## src/rtl/result_stage.sv

```systemverilog
// Writeback result stage: ALU and load-data buffers with per-buffer valid flags,
// load lane extraction with sign/zero extension, and the register-file writeback mux.
module result_stage #(
  parameter int XLEN = 32
) (
  input  logic            clk,
  input  logic            rst,
  input  logic [XLEN-1:0] alu_result,
  input  logic            alu_buf_we,
  input  logic [XLEN-1:0] mem_rdata,
  input  logic [2:0]      addr_lsb,
  input  logic [2:0]      load_funct3,
  input  logic            data_buf_we,
  input  logic [XLEN-1:0] aux_src,
  input  logic            buf_clear,
  input  logic [1:0]      result_src,
  output logic [XLEN-1:0] result,
  output logic            result_valid,
  output logic            load_misaligned
);

  localparam int NB   = XLEN / 8;
  localparam int OFFW = $clog2(NB);

  logic [XLEN-1:0] alu_buf;
  logic [XLEN-1:0] data_buf;
  logic            alu_valid;
  logic            data_valid;

  logic [OFFW-1:0] off;
  logic [OFFW-1:0] half_off;
  logic [OFFW-1:0] word_off;
  logic [7:0]      byte_lane;
  logic [15:0]     half_lane;
  logic [31:0]     word_lane;
  logic [XLEN-1:0] ext_val;
  logic            lane_misaligned;
  logic            funct3_illegal;

  assign off      = addr_lsb[OFFW-1:0];
  // Misaligned accesses still read a lane: the offending low offset bits are dropped.
  assign half_off = off & ~OFFW'(1);
  assign word_off = off & ~OFFW'(3);

  generate
    if (OFFW < 3) begin : g_unused_lsb
      logic unused_addr_bits;
      assign unused_addr_bits = ^addr_lsb[2:OFFW];
    end
  endgenerate

  always_comb begin
    byte_lane       = 8'(mem_rdata >> {off, 3'b000});
    half_lane       = 16'(mem_rdata >> {half_off, 3'b000});
    word_lane       = 32'(mem_rdata >> {word_off, 3'b000});
    ext_val         = '0;
    lane_misaligned = 1'b0;
    funct3_illegal  = 1'b0;
    case (load_funct3)
      3'b000: ext_val = {{(XLEN-8){byte_lane[7]}}, byte_lane};
      3'b100: ext_val = {{(XLEN-8){1'b0}}, byte_lane};
      3'b001: begin
        ext_val         = {{(XLEN-16){half_lane[15]}}, half_lane};
        lane_misaligned = off[0];
      end
      3'b101: begin
        ext_val         = {{(XLEN-16){1'b0}}, half_lane};
        lane_misaligned = off[0];
      end
      3'b010: begin
        ext_val         = {XLEN{word_lane[31]}};
        ext_val[31:0]   = word_lane;
        lane_misaligned = (off[1:0] != 2'b00);
      end
      3'b110: begin
        if (XLEN == 64) begin
          ext_val[31:0]   = word_lane;
          lane_misaligned = (off[1:0] != 2'b00);
        end else begin
          funct3_illegal = 1'b1;
        end
      end
      3'b011: begin
        if (XLEN == 64) begin
          ext_val         = mem_rdata;
          lane_misaligned = (off != '0);
        end else begin
          funct3_illegal = 1'b1;
        end
      end
      default: funct3_illegal = 1'b1;
    endcase
  end

  // Write enables are applied after buf_clear so a same-cycle capture wins for its buffer.
  always_ff @(posedge clk) begin
    if (rst) begin
      alu_buf         <= '0;
      data_buf        <= '0;
      alu_valid       <= 1'b0;
      data_valid      <= 1'b0;
      load_misaligned <= 1'b0;
    end else begin
      if (buf_clear) begin
        alu_valid  <= 1'b0;
        data_valid <= 1'b0;
      end
      if (alu_buf_we) begin
        alu_buf   <= alu_result;
        alu_valid <= 1'b1;
      end
      load_misaligned <= data_buf_we && !funct3_illegal && lane_misaligned;
      if (data_buf_we) begin
        if (funct3_illegal) begin
          data_buf   <= '0;
          data_valid <= 1'b0;
        end else begin
          data_buf   <= ext_val;
          data_valid <= !lane_misaligned;
        end
      end
    end
  end

  always_comb begin
    result       = alu_buf;
    result_valid = alu_valid;
    case (result_src)
      2'b00: begin
        result       = alu_buf;
        result_valid = alu_valid;
      end
      2'b01: begin
        result       = data_buf;
        result_valid = data_valid;
      end
      2'b10: begin
        result       = alu_result;
        result_valid = 1'b1;
      end
      default: begin
        result       = aux_src;
        result_valid = 1'b1;
      end
    endcase
  end

endmodule

```

## config.mk

```make
export PLATFORM = sky130hd
export DESIGN_NAME = result_stage
export DESIGN_NICKNAME = d
export VERILOG_FILES = /design/src/rtl/result_stage.sv
export SDC_FILE = /design/constraint.sdc
export NUM_CORES = 1
export LEC_CHECK = 0
export ABC_AREA = 1
export BUFFER_PORTS_ARGS = -buffer_cell sky130_fd_sc_hd__buf_2
export CORE_UTILIZATION = 45
export DETAILED_ROUTE_END_ITERATION = 8
export GPL_TIMING_DRIVEN = 1
export PLACE_DENSITY_LB_ADDON = 0.08
export SLEW_MARGIN = 20
export SYNTH_ARGS = -nofsm -noshare
export SYNTH_HDL_FRONTEND = slang
export SYNTH_SLANG_ARGS = --single-unit
```

## constraint.sdc

```tcl
create_clock -name clk -period 1 [get_ports clk]
set_input_delay 0.15 -clock clk [delete_from_list [all_inputs] [get_ports clk]]
set_output_delay 0.15 -clock clk [all_outputs]
set_load 0.02 [all_outputs]
```

# ---- Word-level counts from Yosys, hierarchy flattened
# Index checks and enable logic that the tools add are counted.
dict set report totals {
  reg_bits 67
  input_bits 109
}
dict set report op_classes {
  n_eq_ne 6
  shifts 2
  n_mux 9
  reduce_logical 10
}
# operator n
set ops {}
lappend ops {{case mux 32 bit (5 select lines)} 1}
lappend ops {{case mux 32 bit (3 select lines)} 1}
lappend ops {{2-to-1 mux 32 bit} 1}
lappend ops {{right shift 32 x 5 -> 16 bit} 1}
lappend ops {{right shift 32 x 5 -> 8 bit} 1}
lappend ops {{equality test 3 bit, second input constant} 2}
lappend ops {{nonzero test 2 bit} 3}
lappend ops {{OR reduction 5 bit} 1}
lappend ops {{2-to-1 mux 1 bit} 4}
lappend ops {{case mux 1 bit (2 select lines)} 2}
lappend ops {{equality test 3 x 1 -> 1 bit, second input constant} 1}
lappend ops {{equality test 3 x 2 -> 1 bit, second input constant} 1}
lappend ops {{zero test 3 bit} 1}
lappend ops {{equality test 2 x 1 -> 1 bit, second input constant} 1}
lappend ops {{equality test 2 bit, second input constant} 1}
lappend ops {{logical AND 1 bit} 2}
lappend ops {{zero test 2 bit} 1}
lappend ops {{OR reduction 2 bit} 1}
lappend ops {{zero test 1 bit} 1}

# ---- Longest topological paths before layout
dict set report depth {
  depth_word 6
  ltp_mapped 11
  ltp_nobuf 9
}

# ---- Least setup slack after synthesis
# No wires, ideal clock.
dict set report synth_path {
  path_kind {input port to output port}
  startpoint {in result_src[0]}
  endpoint {out result[10]}
  t_arrival_ns 0.902
  t_required_ns 0.850
  path_slack_ns -0.052
  stages 4
  n_path_buf 1
  path_cell_list {nor2_1 > clkbuf_1 > nand2_1 > nand4_1}
}
dict set report synth_between {
  elab_chain_len 2
  elab_cells_between_ends 4
  cone_classes {eq/ne (2); mux (1); reduce/logical (1)}
}
# item line_no
set synth_lines {}
lappend synth_lines {{start, declared} 16} ;# input logic [1:0] result_src,
lappend synth_lines {{equality test 2 bit (tied with other cells)} 128} ;# case (result_src)
lappend synth_lines {{case mux 32 bit (3 select lines) *} 128}
lappend synth_lines {{end, declared} 17} ;# output logic [XLEN-1:0] result,
# Every way passes the cells marked *; elsewhere a longest branch is shown, timed or not.

# ---- Worst setup path in the final report
dict set report layout_path {
  startpoint {in result_src[1]}
  endpoint {out result[24]}
}
# Same word-level chain as after synthesis.

==> impl.org <==
** Yosys
- The number of nets in the synthesized netlist is approximately 790.
- After synthesis the netlist holds a flip-flop and latch count of 67.
- Sorting the synthesized cells by area gives the leading types as dfxtp_1 34%, nand2_1 32%, nor2_1 9.9%.
- Synthesized instance count :: around 680
- Leading area contributor after synthesis :: dfxtp_1
- The cell area that synthesis handed to floorplanning was just under 4000 µm².
- The share of synthesized area in the top cell type comes to 0.3429.
- Synthesis instantiated 24 different standard cells from the library.
- Averaged over all synthesized cells, the footprint is about 5.8 µm².
- The Yosys step of the flow raised 0 warnings.
- For this run, the register share of the synthesized area comes to 0.3429.

** Setup path
- Crit path DAT :: roughly 1.1 ns
- In this run the worst path has a maximum fanout of 8.
- Across all register-to-register paths, the minimum setup slack is approximately 0.25 ns.
- Required time worst endpoint :: around 0.85 ns
- Kind of cell adding the most delay to the critical path :: buffers and inverters
- Startpoint of the worst register-to-register path :: alu_buf[26]
- Worst setup EP type :: primary output
- The signal on the critical path passes through buf_8, buf_6, nor2_4, buf_6, buf_16, nand2_4, nand4_1, buf_4.
- Critical Path Sink :: result[24]
- Standard cell with the maximum stage delay on the critical path :: buf_6
- By startpoint and endpoint, the worst setup path is classified as in2out.
- CP Depth :: 8
- The number of cells on the worst reg-to-reg path is 2.
- Source of the critical timing path :: result_src[1]
- The number of buffers and inverters on the critical path is 5.
- Most used cell, CP :: buf_6
- Element type at the critical path start :: primary input
- Critical register-to-register path endpoint :: alu_buf[26]
- Crit-path max cell delay :: ~0.15 ns

** Detailed routing
- After detailed routing, the number of remaining DRC violations is 0.
- After the first detailed-routing iteration, the DRC count stood at roughly 270.
- For this block, the routed nets add up to ~13 mm of wire.
- Via density per instance :: 5.028
- Post-DR wirelength/cell :: approximately 14 µm
- The detailed router placed ~4,800 vias in this run.
- Antenna violation net count after detailed routing :: 0
- Detailed-routing iteration count for the pre-antenna-repair pass :: 5

** Timing
- Number of pins exceeding their max-slew limit in the final report :: 0
- In the finished design, the share of the clock period the worst path needs comes to 1.230.
- Slew headroom :: 0.7468
- The tightest hold path in the finished design has a slack of between 0.02 and 0.03 ns.
- Count of endpoints failing setup in the final report :: 33
- In the post-route analysis, the smallest setup slack over all paths is -0.2303 ns.
- RSZ-0062 raised after global routing :: yes
- Highest clock frequency the design can meet :: 0.8128 GHz
- Slew at the pin closest to its max-slew limit :: around 0.38 ns
- Hold Violations, Final :: 0
- Counting I/O delays and the setup requirement, the final critical path takes ~1.2 ns.
- Setup skew after layout :: 0 ns

** Finish
- In the final layout, the share of cells above drive strength 1 is 0.3345.
- After routing the design area is 5704 µm².
- Layout area overhead :: 45.84%
- 0 antenna diodes ended up in the layout.
- The count of cells in the finished layout, fillers not included, comes to ~950.
- Net count reported at finish :: 953

** Clock network
- Clock network latency to the later pin of the worst-skew pair :: ~0.35 ns
- Clock transition at the register clock pins on the worst setup and hold paths after CTS :: 0.10 ns
- Clock Root Buffer :: clkbuf_8
- The H-tree was split into 3 levels.
- CTS tree :: done
- Clock buffer count from CTS :: 9
- Max clock buf depth :: 2
- Clk sinks :: between 60 and 70

** Placement
- Port buffering added 141 buffers.
- Number of placed instances, taps included :: around 930
- HPWL after DPL :: approximately 9.3 mm
- Prior to clock tree synthesis, the placed netlist has a worst setup slack of -0.2732 ns.
- DP Area :: between 4000 and 5000 µm²
- Routability-driven placement finished with a final weighted congestion of roughly 0.98.

** Pwr
- Net switching share of the total power :: 0.3305
- Worst supply voltage drop on vdd :: between 0.7 and 0.8 mV
- Power density cells :: about 1200 nW/µm²
- Of the total power, registers draw 0.427.
- The completed layout was analyzed and its total power is 0.006776 W.
- For this design the total switching power over the nets is approximately 0.0022 W.
- Internal power :: 0.004537 W
- For this design the static power due to leakage is 3.080 nW.
- The share of total power dissipated in combinational logic is 0.265.
- The share of total power dissipated in the clock network is 0.308.

** Global routing
- The first global-routing pass estimated 19.87 mm of wire.
- Remaining global-route overflow :: 0
- GRT Total Usage :: 0.2891
- The number of antenna violations at the first check in global routing came to 0.
- The via count of the first global-routing pass came to ~4,300.
- Entering global routing, the biggest net connects 34 pins.

** Die
- The die is roughly 95 µm wide.
- Core area :: 8299 µm²
- The initial utilization of the core area, before any placement, comes to 0.4713.
- Number of primary I/O pins :: between 100 and 150
- After floorplanning, the core was divided into 33 placement rows.
- Die extent in y :: approximately 95 µm
- The die covers 9069 µm².

** Status
- Violations in the final reports :: setup timing
- The run finished, with violations left.

** Job
- The tool flagged a number of max-cap violations equal to 0.

** Worst hold path
- Class of the tightest hold or removal check :: in2reg
-- layout by cell type (no fill, tap or decap), types with 2 or more instances in the layout --
| cell type | n |
|---|---|
| clkbuf_8 | 9 |
| nor2_4 | 2 |
| buf_6 | 22 |
| clkinv_4 | 2 |
| o21ai_0 | 40 |
| nor2_2 | 4 |
| nor2_1 | 99 |
| buf_12 | 13 |
| nand2_2 | 32 |
| dfxtp_1 | 43 |
| nand3_1 | 11 |
| nand4_1 | 41 |
| buf_2 | 105 |
| buf_16 | 3 |
| nand2_4 | 7 |
| inv_6 | 2 |
| inv_4 | 3 |
| dfxtp_2 | 24 |
| inv_1 | 34 |
| buf_4 | 45 |
| inv_2 | 3 |
| nand2_1 | 292 |
| clkinv_2 | 3 |
-- synth_stat cells --
| cell | count |
|---|---|
| nand3_2 | 1 |
| and2_1 | 1 |
| inv_4 | 1 |
| a21oi_1 | 1 |
| a21oi_2 | 1 |
| clkbuf_1 | 18 |
| dfxtp_1 | 67 |
| nand2_2 | 2 |
| nand2_1 | 329 |
| nor3_1 | 1 |
| a22oi_1 | 1 |
| nor2_2 | 1 |
| buf_6 | 4 |
| nand3_4 | 1 |
| nand4_1 | 41 |
| nor2_1 | 103 |
| buf_4 | 4 |
| inv_1 | 36 |
| nand3_1 | 11 |
| nor2_4 | 1 |
| buf_1 | 3 |
| o21ai_0 | 40 |
| inv_2 | 3 |
| buf_2 | 8 |
-- through the flow --
stage	util	setup TNS (ns)
global placement	0.6021	-11.58
detailed placement	0.6021	-12.39
global route	0.6873	-7.561
finish	0.6873	-6.403
CTS	0.6615	-5.181
floorplan	-	-0.7957
-- how the worst min path moves through the flow --
stage | cells past startpoint | slack, ns | from | to
2_1_floorplan | 1 | 0.22 | rst | alu_valid
3_3_place_gp | 2 | 0.36 | rst | alu_valid
3_5_place_dp | 2 | 0.37 | rst | alu_valid
4_1_cts | 3 | 0.03 | alu_result[3] | alu_buf[3]
5_1_grt | 3 | 0.03 | alu_result[11] | alu_buf[11]
6_report | 3 | 0.03 | alu_result[11] | alu_buf[11]
-- sequential cells by signal, summed over array words and instances, names as in the netlist --
| signal | flops |
|---|---|
| load_misaligned | 1 |
| alu_buf | 32 |
| data_valid | 1 |
| alu_valid | 1 |
| data_buf | 32 |
-- per-layer routing --
layer	wire length, µm	vias to the layer above	GRT usage
met5	0	-	0
met4	258	0	0.09722
met3	668	22	0.04466
met2	6858	146	0.5440
met1	5492	2181	0.3276
li1	-	2448	-
-- power groups by stage --
stage / Clock (W) / Combinational [W] / Sequential, W
2_1_floorplan: 0 / 0.000838 / 0.00291
3_3_place_gp: 0 / 0.00150 / 0.00293
3_5_place_dp: 0 / 0.00151 / 0.00293
4_1_cts: 0.00210 / 0.00169 / 0.00287
5_1_grt: 0.00222 / 0.00196 / 0.00291
6_report: 0.00208 / 0.00180 / 0.00290
-- tightest hold or removal path, stage by stage --
cell and delay, ns:
buf_2 0.09, nor2_1 0.04, nor2_1 0.08
-- cells by family (layout without fill, tap and decap cells) --
group | Yosys count | after routing | synth area share
AND/OR/NAND/NOR | 492 | 492 | 0.5118
AO/OA/AOI/OAI | 43 | 43 | 0.05662
buffers and inverters | 77 | 247 | 0.08861
flip-flops | 67 | 67 | 0.3429
-- final cells by class --
cell class | count | area, µm²
fillers | 751 | 2595
flip-flops and latches | 67 | 1371
clock inverters | 7 | 50.05
multi-input cells | 535 | 2366
inverters | 40 | 157.7
well taps | 105 | 131.4
clock buffers | 9 | 123.9
repair buffers | 191 | 1504
-- timing repair --
| action | CTS | global route |
|---|---|---|
| hold buffers | 1 | 0 |
| pin swaps | 18 | 32 |
| gates cloned | 3 | 1 |
| buffers inserted | 6 | 1 |
| endpoints found under the setup margin | 34 | 39 |
| hold endpoints to repair | 1 | 0 |
| resized for setup | 77 | 60 |
No activity file was read; power rests on OpenSTA's default activity.
